$ cat src/rtl/cv32e40px_event_log_pkg.sv
// ----------------------------------------------------------------------------
// cv32e40px_event_log_pkg
//   Shared types and constants for the instruction event log.
//   - EV_* : channel indices of the architectural event strobes.
//   - entry_t : one captured FIFO entry {channel, PC, cycle timestamp}.
//   The channel field is sized for the largest supported channel count (8);
//   the top level narrows it to its own rd_ch_o width.
// ----------------------------------------------------------------------------
package cv32e40px_event_log_pkg;

  localparam int unsigned EV_ILLEGAL = 0;
  localparam int unsigned EV_ECALL   = 1;
  localparam int unsigned EV_EBREAK  = 2;
  localparam int unsigned EV_WFI     = 3;

  localparam int unsigned CH_MAX_W = 3;

  typedef struct packed {
    logic [CH_MAX_W-1:0] ch;
    logic [31:0]         pc;
    logic [31:0]         ts;
  } entry_t;

endpackage

$ cat src/rtl/cv32e40px_event_fifo.sv
// ----------------------------------------------------------------------------
// cv32e40px_event_fifo
//   Capture FIFO for the event log. Pointers carry one extra MSB so full and
//   empty are distinguished without a separate counter.
//   Ports:
//     clk_i, rst_ni   clock, asynchronous active-low reset
//     flush_i         synchronous empty; wins over push and pop
//     push_i          write push_data_i (accepted if not full, or if full
//                     with a same-cycle pop)
//     pop_i           consumer ready; pops only when not empty
//     head_o          entry at the head (valid while empty_o = 0)
//     full_o/empty_o  occupancy flags
//     level_o         number of stored entries
//     drop_o          push rejected this cycle (full and no pop)
// ----------------------------------------------------------------------------
module cv32e40px_event_fifo
  import cv32e40px_event_log_pkg::*;
#(
  parameter  int unsigned DEPTH = 8,
  localparam int unsigned AW    = $clog2(DEPTH)
) (
  input  logic        clk_i,
  input  logic        rst_ni,
  input  logic        flush_i,
  input  logic        push_i,
  input  entry_t      push_data_i,
  input  logic        pop_i,
  output entry_t      head_o,
  output logic        full_o,
  output logic        empty_o,
  output logic [AW:0] level_o,
  output logic        drop_o
);

  entry_t      mem [DEPTH];
  logic [AW:0] wr_ptr_q;
  logic [AW:0] rd_ptr_q;
  logic        pop_ok;
  logic        push_ok;

  assign empty_o = (wr_ptr_q == rd_ptr_q);
  assign full_o  = (wr_ptr_q[AW] != rd_ptr_q[AW]) &&
                   (wr_ptr_q[AW-1:0] == rd_ptr_q[AW-1:0]);
  assign level_o = wr_ptr_q - rd_ptr_q;

  assign pop_ok  = pop_i & ~empty_o;
  // A full FIFO still takes a push when the head leaves in the same cycle.
  assign push_ok = push_i & (~full_o | pop_ok);
  assign drop_o  = push_i & full_o & ~pop_ok;

  // NOTE: non-blocking assignments in every clocked block so all state
  // updates see the pre-edge values regardless of block ordering.
  always_ff @(posedge clk_i or negedge rst_ni) begin
    if (!rst_ni) begin
      wr_ptr_q <= '0;
      rd_ptr_q <= '0;
    end else if (flush_i) begin
      wr_ptr_q <= '0;
      rd_ptr_q <= '0;
    end else begin
      if (push_ok) wr_ptr_q <= wr_ptr_q + 1'b1;
      if (pop_ok)  rd_ptr_q <= rd_ptr_q + 1'b1;
    end
  end

  // NOTE: storage has no reset; the pointers alone decide what is valid,
  // which keeps the array mappable onto plain flops or RAM.
  always_ff @(posedge clk_i) begin
    if (push_ok && !flush_i) mem[wr_ptr_q[AW-1:0]] <= push_data_i;
  end

  // Head is read from storage only, so a same-cycle push into an empty FIFO
  // becomes visible one cycle later and is never forwarded.
  assign head_o = mem[rd_ptr_q[AW-1:0]];

endmodule

$ cat src/rtl/cv32e40px_insn_event_log.sv
// ----------------------------------------------------------------------------
// cv32e40px_insn_event_log
//   Counts per-channel instruction events seen in ID and captures one
//   {channel, PC, timestamp} entry per cycle with any event into a FIFO.
//   Ports:
//     clk_i, rst_ni          clock, asynchronous active-low reset
//     clear_i                synchronous clear of counters, FIFO, overflow
//     is_decoding_i          ID holds a valid decoding instruction
//     ev_i[NUM_CH]           event strobes (bit 0 = illegal instruction)
//     pc_id_i, hart_id_i     PC in ID; hart id (display only)
//     rd_valid_o/rd_ready_i  FIFO head handshake
//     rd_ch_o/pc_o/ts_o      head entry fields
//     cnt_o                  packed saturating counters, ch k at [k*CNT_W +: CNT_W]
//     level_o                FIFO occupancy
//     overflow_o             sticky: an entry was dropped
//   Configuration: define CV32E40PX_EVENT_LOG_DISPLAY_EN for simulation
//   messages on illegal instructions and dropped entries.
// ----------------------------------------------------------------------------
module cv32e40px_insn_event_log
  import cv32e40px_event_log_pkg::*;
#(
  parameter  int unsigned NUM_CH = 4,
  parameter  int unsigned CNT_W  = 16,
  parameter  int unsigned DEPTH  = 8,
  localparam int unsigned CH_W   = (NUM_CH > 1) ? $clog2(NUM_CH) : 1,
  localparam int unsigned LVL_W  = $clog2(DEPTH) + 1
) (
  input  logic                    clk_i,
  input  logic                    rst_ni,
  input  logic                    clear_i,
  input  logic                    is_decoding_i,
  input  logic [NUM_CH-1:0]       ev_i,
  input  logic [31:0]             pc_id_i,
  input  logic [31:0]             hart_id_i,
  output logic                    rd_valid_o,
  input  logic                    rd_ready_i,
  output logic [CH_W-1:0]         rd_ch_o,
  output logic [31:0]             rd_pc_o,
  output logic [31:0]             rd_ts_o,
  output logic [NUM_CH*CNT_W-1:0] cnt_o,
  output logic [LVL_W-1:0]        level_o,
  output logic                    overflow_o
);

  logic [NUM_CH-1:0]   qual;
  logic                any_qual;
  logic [CH_MAX_W-1:0] first_ch;
  logic [CNT_W-1:0]    cnt_q [NUM_CH];
  logic [31:0]         ts_q;
  logic                overflow_q;
  entry_t              push_entry;
  entry_t              head;
  logic                fifo_full;
  logic                fifo_empty;
  logic                drop;

  assign qual     = ev_i & {NUM_CH{is_decoding_i}};
  assign any_qual = |qual;

  // Scan from the top so the lowest qualified channel is the one that sticks.
  // NOTE: a combinational block assigns its output a default first so no
  // path leaves it unassigned and no latch is inferred.
  always_comb begin
    first_ch = '0;
    for (int k = NUM_CH - 1; k >= 0; k--) begin
      if (qual[k]) first_ch = CH_MAX_W'(k);
    end
  end

  always_ff @(posedge clk_i or negedge rst_ni) begin
    if (!rst_ni) begin
      for (int k = 0; k < NUM_CH; k++) cnt_q[k] <= '0;
    end else if (clear_i) begin
      for (int k = 0; k < NUM_CH; k++) cnt_q[k] <= '0;
    end else begin
      for (int k = 0; k < NUM_CH; k++) begin
        if (qual[k] && (cnt_q[k] != '1)) cnt_q[k] <= cnt_q[k] + CNT_W'(1);
      end
    end
  end

  for (genvar k = 0; k < NUM_CH; k++) begin : g_cnt_out
    assign cnt_o[k*CNT_W +: CNT_W] = cnt_q[k];
  end

  // Free-running timestamp; clear_i deliberately leaves it alone.
  always_ff @(posedge clk_i or negedge rst_ni) begin
    if (!rst_ni) ts_q <= '0;
    else         ts_q <= ts_q + 32'd1;
  end

  always_ff @(posedge clk_i or negedge rst_ni) begin
    if (!rst_ni)      overflow_q <= 1'b0;
    else if (clear_i) overflow_q <= 1'b0;
    else if (drop)    overflow_q <= 1'b1;
  end

  assign push_entry.ch = first_ch;
  assign push_entry.pc = pc_id_i;
  assign push_entry.ts = ts_q;

  cv32e40px_event_fifo #(
    .DEPTH (DEPTH)
  ) u_fifo (
    .clk_i       (clk_i),
    .rst_ni      (rst_ni),
    .flush_i     (clear_i),
    .push_i      (any_qual),
    .push_data_i (push_entry),
    .pop_i       (rd_ready_i),
    .head_o      (head),
    .full_o      (fifo_full),
    .empty_o     (fifo_empty),
    .level_o     (level_o),
    .drop_o      (drop)
  );

  assign rd_valid_o = ~fifo_empty;
  assign rd_ch_o    = head.ch[CH_W-1:0];
  assign rd_pc_o    = head.pc;
  assign rd_ts_o    = head.ts;
  assign overflow_o = overflow_q;

  // Bits that only matter in some configurations (display id, wide channel
  // field, full flag used through drop_o).
  logic unused_bits;
  assign unused_bits = ^{hart_id_i, head.ch, fifo_full};

`ifdef CV32E40PX_EVENT_LOG_DISPLAY_EN
  always @(negedge clk_i) begin
    if (rst_ni && qual[EV_ILLEGAL])
      $display("%t: Illegal instruction (core %0d) at PC 0x%h:",
               $time, hart_id_i[3:0], pc_id_i);
    if (rst_ni && !clear_i && drop)
      $display("%t: event log overflow (core %0d), entry at PC 0x%h dropped",
               $time, hart_id_i[3:0], pc_id_i);
  end
`else
`endif

endmodule
$ cat config.mk
export PLATFORM = sky130hd
export DESIGN_NAME = cv32e40px_insn_event_log
export DESIGN_NICKNAME = d
export VERILOG_FILES = /design/src/rtl/cv32e40px_event_log_pkg.sv /design/src/rtl/cv32e40px_event_fifo.sv /design/src/rtl/cv32e40px_insn_event_log.sv
export SDC_FILE = /design/constraint.sdc
export NUM_CORES = 1
export LEC_CHECK = 0
export ABC_AREA = 1
export CORE_ASPECT_RATIO = 0.8
export CORE_MARGIN = 3
export CORE_UTILIZATION = 44
export DETAILED_ROUTE_END_ITERATION = 7
export SLEW_MARGIN = 20
export SYNTH_ARGS = -nofsm -noshare
export SYNTH_HDL_FRONTEND = slang
export SYNTH_HIERARCHICAL = 1
export SYNTH_SLANG_ARGS = --single-unit
$ cat constraint.sdc
create_clock -name clk_i -period 6.9 [get_ports clk_i]
set_input_delay 1.725 -clock clk_i [delete_from_list [all_inputs] [get_ports clk_i]]
set_output_delay 1.725 -clock clk_i [all_outputs]
set_load 0.005 [all_outputs]
# Word level (Yosys, flattened, before mapping)
# Memory sizes are Yosys's and may differ from the RTL's.
# Index checks and enable logic that the tools add are counted.
# classes
addsub	8
eq_ne	7
mux	17
bitwise	9
n_reduce_logical	15
# op_table
op	count
adder 16 x 1 -> 16 bit, second input constant	4
2-to-1 mux 16 bit	4
2-to-1 mux 64 bit	1
inequality test 16 bit, second input constant	4
adder 32 x 1 -> 32 bit, second input constant	1
2-to-1 mux 4 bit	4
nonzero test 2 bit	7
adder 4 x 1 -> 4 bit, second input constant	2
2-to-1 mux 2 bit	4
logical AND 1 bit	6
AND 1 bit	4
AND 4 bit	1
== test 4 bit	1
2-to-1 mux 1 bit	4
OR reduction 4 bit	1
subtractor 4 bit	1
== test 3 bit	1
NOT 1 bit	3
zero test 1 bit	1
inequality test 1 bit	1
bitwise OR 1 bit	1
# totals
regBits	105
ramBits	528
output_inout_bits	136
word_cells	65
n_memories	1
# memory_table
memory	depth	width	read_ports	rd_ports_with_merged_regs	write_ports	line_no	text
u_fifo.mem	8	66	1	0	1	cv32e40px_event_fifo.sv:35	entry_t mem [DEPTH];

# Logic depth before layout (Yosys ltp)
# Gate-level depths: netlist of run 1.
# depth
ltp_word	8
depth_mapped	11
depth_no_buf	10

# By module
# Netlist of run 1, hierarchy kept.
# by_module_without_submodules
mod	instances	cells_per_inst	area_per_inst_um2
cv32e40px_event_fifo	1	1747	21571.9
cv32e40px_insn_event_log	1	794	5730.5

# Least setup slack after synthesis of run 1
# Ideal clock, no wire load.
# synth_timing
kind	input to register
from	in ev_i[3]
to	mem u_fifo/mem[2][0] (netlist bit) (enable)
setup_ns	0.493
arrival_ns	5.139
slack_ns	1.268
path_stages	6
path_buffers	0
cell_sequence	nand2_1 -> inv_1 -> nor2_1 -> nand3_1 -> nand4_1 -> nor2_1
# synth_via
elab_chain_cells	6
# synth_rtl
item	line_no	text
from (decl)	cv32e40px_insn_event_log.sv:32	input logic [NUM_CH-1:0] ev_i,
AND 4 bit	cv32e40px_insn_event_log.sv:57	assign qual = ev_i & {NUM_CH{is_decoding_i}};
OR reduction 4 bit	cv32e40px_insn_event_log.sv:58	assign any_qual = |qual;
net any_qual	cv32e40px_insn_event_log.sv:46	logic any_qual;
AND 1 bit	cv32e40px_event_fifo.sv:48	assign push_ok = push_i & (~full_o | pop_ok);
logical AND 1 bit	cv32e40px_event_fifo.sv:69	if (push_ok && !flush_i) mem[wr_ptr_q[AW-1:0]] <= push_data_i;
2-to-1 mux 1 bit	cv32e40px_event_fifo.sv:69	
2-to-1 mux 1 bit (implied by the code)	cv32e40px_event_fifo.sv:69	
to (decl)	cv32e40px_event_fifo.sv:35	
# The timed path passes the listed nets, and every way through them passes these cells.

# Final worst setup path of run 1
# layout_timing
from	reg u_fifo.rd_ptr_q[0]
to	out rd_ts_o[1]
# layout_via
elab_chain_cells	1
# layout_rtl
item	line_no	text
from (decl)	cv32e40px_event_fifo.sv:37	logic [AW:0] rd_ptr_q;
from (signal assigned)	cv32e40px_event_fifo.sv:62	if (pop_ok) rd_ptr_q <= rd_ptr_q + 1'b1;
memory read (8 x 66 bit)	n/a	
to (decl)	cv32e40px_insn_event_log.sv:39	output logic [31:0] rd_ts_o,
# No other way between the ends.

==> results of run 1 <==
==> area by class of cell <==
type                    count  area, um^2
fillers                  5192       28510
well taps                 820        1026
clock inverters            41       404.1
clock buffers              73        1613
inverters                  85       326.6
flip-flops and latches    633       18490
repair buffers            207        2155
multi-input cells        1679        7632
==> power by group through the flow <==
stage / sequential [mW] / combinational, mW / clock [mW]
detailed placement: 4.37 / 1.40 / 0
CTS: 4.29 / 1.41 / 3.43
global route: 4.30 / 1.57 / 3.57
floorplan: 4.32 / 0.857 / 0
global placement: 4.36 / 1.38 / 0
finish: 4.29 / 1.38 / 3.33
==> path summary, 6_finish.rpt <==
| check | from | to | cells past startpoint |
|---|---|---|---|
| setup reg to reg | u_fifo/rd_ptr_q[2] | u_fifo/mem[1][15] | 8 |
| hold reg to reg | overflow_o | overflow_o | 2 |
| min in group asynchronous | rst_ni | cnt_o[41] | 1 |
| max in group asynchronous | rst_ni | u_fifo/rd_ptr_q[0] | 2 |
| hold / removal | overflow_o | overflow_o | 2 |
| setup / recovery | u_fifo/rd_ptr_q[0] | rd_ts_o[1] | 7 |
==> cells in the final DEF, fill, tap and decap left out, drive strengths merged, types with 3 or more instances in the layout <==
master and count:
nand2 532, edfxtp 528, nor2 519, o21ai 411, clkdlybuf4s50 175, dfrtp 105
inv 84, clkbuf 73, nand3 69, nand4 43, xor2 37, buf 32
clkinv 30, nor3 16, ha 10, a21oi 9, nand3b 8, xnor2 7
bufinv 7, o21bai 6, clkinvlp 5, or2 4, o211ai 3
==> flip-flops by register name, summed over array words and instances, names as in the netlist <==
| signal | flops |
|---|---|
| cnt_o | 64 |
| u_fifo/mem | 528 |
| u_fifo/rd_ptr_q | 4 |
| overflow_o | 1 |
| u_fifo/wr_ptr_q | 4 |
| ts_q | 32 |
==> critical path, stage by stage, from the launching register on <==
cell	delay [ns]
dfrtp_4	0.78
inv_8	0.62
buf_4	0.46
o21ai_0	0.14
o21ai_1	0.09
nand2_1	0.06
nand2_1	0.17
clkdlybuf4s50_1	0.53
==> per-stage QoR <==
| stage | cells | hold WS [ns] |
|---|---|---|
| 6_report | 3538 | 0.5004 |
| 5_1_grt | 3538 | 0.5401 |
| 4_1_cts | 3538 | 0.5001 |
| 3_5_place_dp | 3424 | 0.4834 |
| 3_3_place_gp | 3424 | 0.4819 |
| 2_1_floorplan | 2516 | 0.4831 |
==> layer usage <==
| metal | share of wire, % | vias to the layer above | GRT usage [%] | routed length (um) |
|---|---|---|---|---|
| li1 | - | 8916 | - | - |
| met1 | 46 | 8960 | 27.22 | 29210 |
| met2 | 47 | 391 | 32.99 | 29930 |
| met3 | 4.2 | 88 | 2.482 | 2638 |
| met4 | 2.0 | 0 | 5.027 | 1293 |
| met5 | 0 | - | 0 | 0 |
==> impl_metrics.env, run 1 <==
export IMPL_status="finished clean"
export IMPL_ios=209
export IMPL_cts_tree="yes"
export IMPL_drtIter0Drc=1485
export IMPL_netSwitchingPower_mw=2.305
export IMPL_wl_um=63080
export IMPL_crit_type="flip-flop to primary output"
export IMPL_fp_dieH_um=227.5
export IMPL_ir_drop_uv=197.9
export IMPL_crit_path_start_kind="flip-flop"
export IMPL_dieArea_mm2=0.06437
export IMPL_period_needed_ns=5.524
export IMPL_clk_path_buf_depth=3
export IMPL_vias=18355
export IMPL_grt_max_degree=197
export IMPL_start_util_pct=44.86
export IMPL_power_density_mw_per_mm2=284.4
export IMPL_gr_total_overflow=0
export IMPL_grt_pass1_wl_um=99780
export IMPL_clock_skew_ns=0.01045
export IMPL_p_int_mw=6.696
export IMPL_gp_congestion=0.8705
export IMPL_placed_cell_area_mm2=0.02963
export IMPL_grt_pass1_vias=18063
export IMPL_fin_ws_ns=1.376
export IMPL_drv_slew=0
export IMPL_rows=80
export IMPL_numPortBuffers=176
export IMPL_cts_max_level=2
export IMPL_drt_vias_per_instance=5.188
export IMPL_cts_root_buf="clkbuf_16"
export IMPL_timing_final_crit_share_pct=80.05
export IMPL_hold_viol=0
export IMPL_hpwl_um=35570
export IMPL_pwr_share_seq_pct=47.6
export IMPL_swShare_pct=25.61
export IMPL_worstMarginPinSlew_ns=1.107
export IMPL_setup_violations_final=0
export IMPL_clk_pin_slew_worst_paths_ns=0.06
export IMPL_core_area_mm2=0.06016
export IMPL_fmax_ghz=0.1810
export IMPL_area_growth_pct=17.26
export IMPL_fin_area_mm2=0.03165
export IMPL_numClockSinks=633
export IMPL_netlist_area_mm2=0.02699
export IMPL_p_leak_nw=11.77
export IMPL_grtUsageTotal_pct=19.58
export IMPL_cts_setup_buffers=0
export IMPL_wire_per_inst_um=17.83
export IMPL_pre_cts_ws_ns=1.880
export IMPL_slew_headroom_pct=26.18
export IMPL_ctsHoldBuffers=0
export IMPL_finalPower_mw=9.001
export IMPL_endpoint_kind="primary output"
export IMPL_arrival_ns=3.80
export IMPL_antenna_found_initial=0
export IMPL_r2r_slack_ns=2.44
export IMPL_clock_latency_ns=0.62
export IMPL_drt_first_pass_iters=8
export IMPL_drive_above_1_share_pct=5.997
export IMPL_nets=2751
export IMPL_fin_util_pct=52.61
export IMPL_antenna_cells=0
export IMPL_avgSynthCellArea_um2=10.73
export IMPL_yosysWarnings=6
export IMPL_worstHoldPathType="flip-flop to flip-flop"
export IMPL_combPwrFrac_pct=15.3
export IMPL_fin_tns_setup_ns=0
export IMPL_p_clk_share_pct=37.0
export IMPL_netlist_instances=2516
export IMPL_drc=0
export IMPL_synth_nets=2600
export IMPL_required_ns=5.18
export IMPL_cap_violations=0
export IMPL_postRouteAntennaNets=0
export IMPL_path_max_fanout=153
export IMPL_die_x_um=282.9
export IMPL_rsz0062_at_grt="no"
export IMPL_numCtsBuffers=61
export IMPL_cts_resized=0
(Power assumes the default switching activity.)
==> inputs of run 2 (changes only) <==
--- a/config.mk
+++ b/config.mk
@@ -10,6 +10,7 @@
 export CORE_MARGIN = 3
 export CORE_UTILIZATION = 44
 export DETAILED_ROUTE_END_ITERATION = 7
+export PLACE_DENSITY = 0.65
 export SLEW_MARGIN = 20
 export SYNTH_ARGS = -nofsm -noshare
 export SYNTH_HDL_FRONTEND = slang
==> constraint.sdc (replaced) <==
create_clock -name clk_i -period 4.83 [get_ports clk_i]
set_input_delay 1.2075 -clock clk_i [delete_from_list [all_inputs] [get_ports clk_i]]
set_output_delay 1.2075 -clock clk_i [all_outputs]
set_load 0.005 [all_outputs]
==> impl_metrics.env, run 2 (same netlist as run 1, synthesis figures left out) <==
export IMPL_cts_root_buf="clkbuf_16"
export IMPL_status="finished clean"
export IMPL_fmax_ghz=0.2248
export IMPL_antenna_found_initial=0
export IMPL_drc=0
export IMPL_crit_chain="buf_12, o21ai_0, o21ai_0, nand2_1, nand2_1, clkdlybuf4s50_1"
export IMPL_clk_path_buf_depth=3
export IMPL_arrival_ns=3.24
export IMPL_vias=18446
export IMPL_cts_max_level=3
export IMPL_wl_um=62200
export IMPL_timing_final_crit_share_pct=92.11
export IMPL_endpoint_kind="primary output"
export IMPL_required_ns=3.62
export IMPL_finalPower_mw=13.19
export IMPL_path_max_fanout=194
export IMPL_fin_ws_ns=0.3812
export IMPL_reg2reg_from="u_fifo/rd_ptr_q[1]"
export IMPL_hold_viol=0
export IMPL_grt_pass1_wl_um=98170
export IMPL_numClockSinks=633
export IMPL_drt_vias_per_instance=5.199
export IMPL_period_needed_ns=4.449
export IMPL_numCtsBuffers=66
export IMPL_cts_setup_buffers=0
export IMPL_grt_max_degree=195
export IMPL_fill_cells=5109
export IMPL_ctsHoldBuffers=0
export IMPL_drv_slew=0
export IMPL_nets=2759
export IMPL_path_buf_inv=2
export IMPL_area_growth_pct=18.20
export IMPL_rows=80
export IMPL_dieArea_mm2=0.06437
export IMPL_cap_violations=0
export IMPL_hpwl_um=34830
export IMPL_core_area_mm2=0.06016
export IMPL_grtUsageTotal_pct=19.23
export IMPL_crit_path_start_kind="flip-flop"
export IMPL_numPortBuffers=176
export IMPL_pre_cts_ws_ns=0.7085
export IMPL_largest_reg_flops=528
export IMPL_layout_cells_non_filler=3548
export IMPL_rsz0062_at_grt="no"
export IMPL_worstMarginPinSlew_ns=1.062
export IMPL_antenna_cells=0
export IMPL_drive_above_1_share_pct=6.452
export IMPL_timing_rr_end="u_fifo/mem[7][12]"
export IMPL_placed_cells=3427
export IMPL_slew_headroom_pct=29.22
export IMPL_ir_drop_uv=258.8
export IMPL_power_density_mw_per_mm2=413.5
export IMPL_postRouteAntennaNets=0
export IMPL_drt_first_pass_iters=5
export IMPL_min_to="overflow_o"
export IMPL_wire_per_inst_um=17.53
export IMPL_worstHoldStart="overflow_o"
export IMPL_hold_depth=2
export IMPL_grt_pass1_vias=17720
export IMPL_gr_total_overflow=0
export IMPL_cts_resized=0
export IMPL_final_common_cell="edfxtp_1"
export IMPL_clock_skew_ns=0.02317
export IMPL_reg2reg_depth=8
export IMPL_gp_congestion=0.8975
export IMPL_max_stage_delay_ns=0.55
export IMPL_setup_violations_final=0
export IMPL_clk_pin_slew_worst_paths_ns=0.05
export IMPL_ios=209
export IMPL_final_cell_mix="edfxtp_1, nand2_1, nor2_1"
export IMPL_crit_type="flip-flop to primary output"
export IMPL_worstHoldPathType="flip-flop to flip-flop"
export IMPL_crit_start="u_fifo/rd_ptr_q[0]"
export IMPL_clock_latency_ns=0.60
export IMPL_slowest_stage="clkdlybuf4s50_1"
export IMPL_fp_dieH_um=227.5
export IMPL_cts_tree="yes"
export IMPL_drtIter0Drc=1508
export IMPL_start_util_pct=44.86
export IMPL_fin_area_mm2=0.03190
export IMPL_critPathTopFamily="buffers and inverters"
export IMPL_p_leak_nw=11.90
export IMPL_placed_cell_area_mm2=0.02971
export IMPL_r2r_slack_ns=1.39
export IMPL_die_x_um=282.9
export IMPL_fin_tns_setup_ns=0
==> run 2: cell count changes in the layout (fill, tap and decap cells not counted), moves of 2 or more <==
cell	delta
clkbuf_16	+7
clkinv_2	+4
inv_6	+2
clkinv_1	-2
clkbuf_1	-2
buf_4	-2
buf_12	+5
clkinvlp_4	-3
==> run 2: how the worst max path moves through the flow <==
stage                             end  slack [ns]  cells after the start
CTS                        rd_ts_o[6]        0.40                      6
floorplan            u_fifo/mem[2][0]       -0.24                      6
finish                     rd_ts_o[6]        0.38                      6
detailed placement  u_fifo/mem[7][11]        0.71                      8
global placement    u_fifo/mem[7][13]        0.76                      8
global route               rd_ts_o[6]        0.24                      6
==> run 2: report_power, final <==
group	internal, mW	switching (mW)
logic	0.815	1.22
registers	6.02	0.0647
clock network	2.99	2.08
total	9.82	3.37
==> run 2: cell type report <==
class                      instances  area, um^2  share of cell area [%]
inverter                          85       324.1                   1.016
clock inverter                    42       392.9                   1.232
tap                              820        1026                   3.216
multi-input combinational       1679        7632                   23.93
sequential                       633       18490                   57.97
timing repair buffer             210        2240                   7.021
clock buffer                      79        1794                   5.624
==> run 2: worst reg2reg max path: stages, from the launching register on <==
cell and delay (ns):
dfrtp_4 0.97, inv_1 0.11, ha_1 0.30, nand2_1 0.07
nor2_1 0.06, nand3_1 0.21, nand3_1 0.44, nor2_4 0.67
buf_12 0.30
==> run 2: metrics by stage <==
stage / hold slack (ns) / util, %
floorplan: 0.4831 / -
global placement: 0.4797 / 49.39
detailed placement: 0.4947 / 49.39
CTS: 0.5067 / 53.03
global route: 0.5418 / 53.03
finish: 0.4983 / 53.03
==> run 2: metal layers <==
layer / vias up / GRT usage (%) / part of all wire [%]
met5: - / 0 / 0
met4: 0 / 4.910 / 1.9
met3: 93 / 3.413 / 4.7
met2: 422 / 31.73 / 47
met1: 8977 / 26.66 / 46
li1: 8954 / - / -
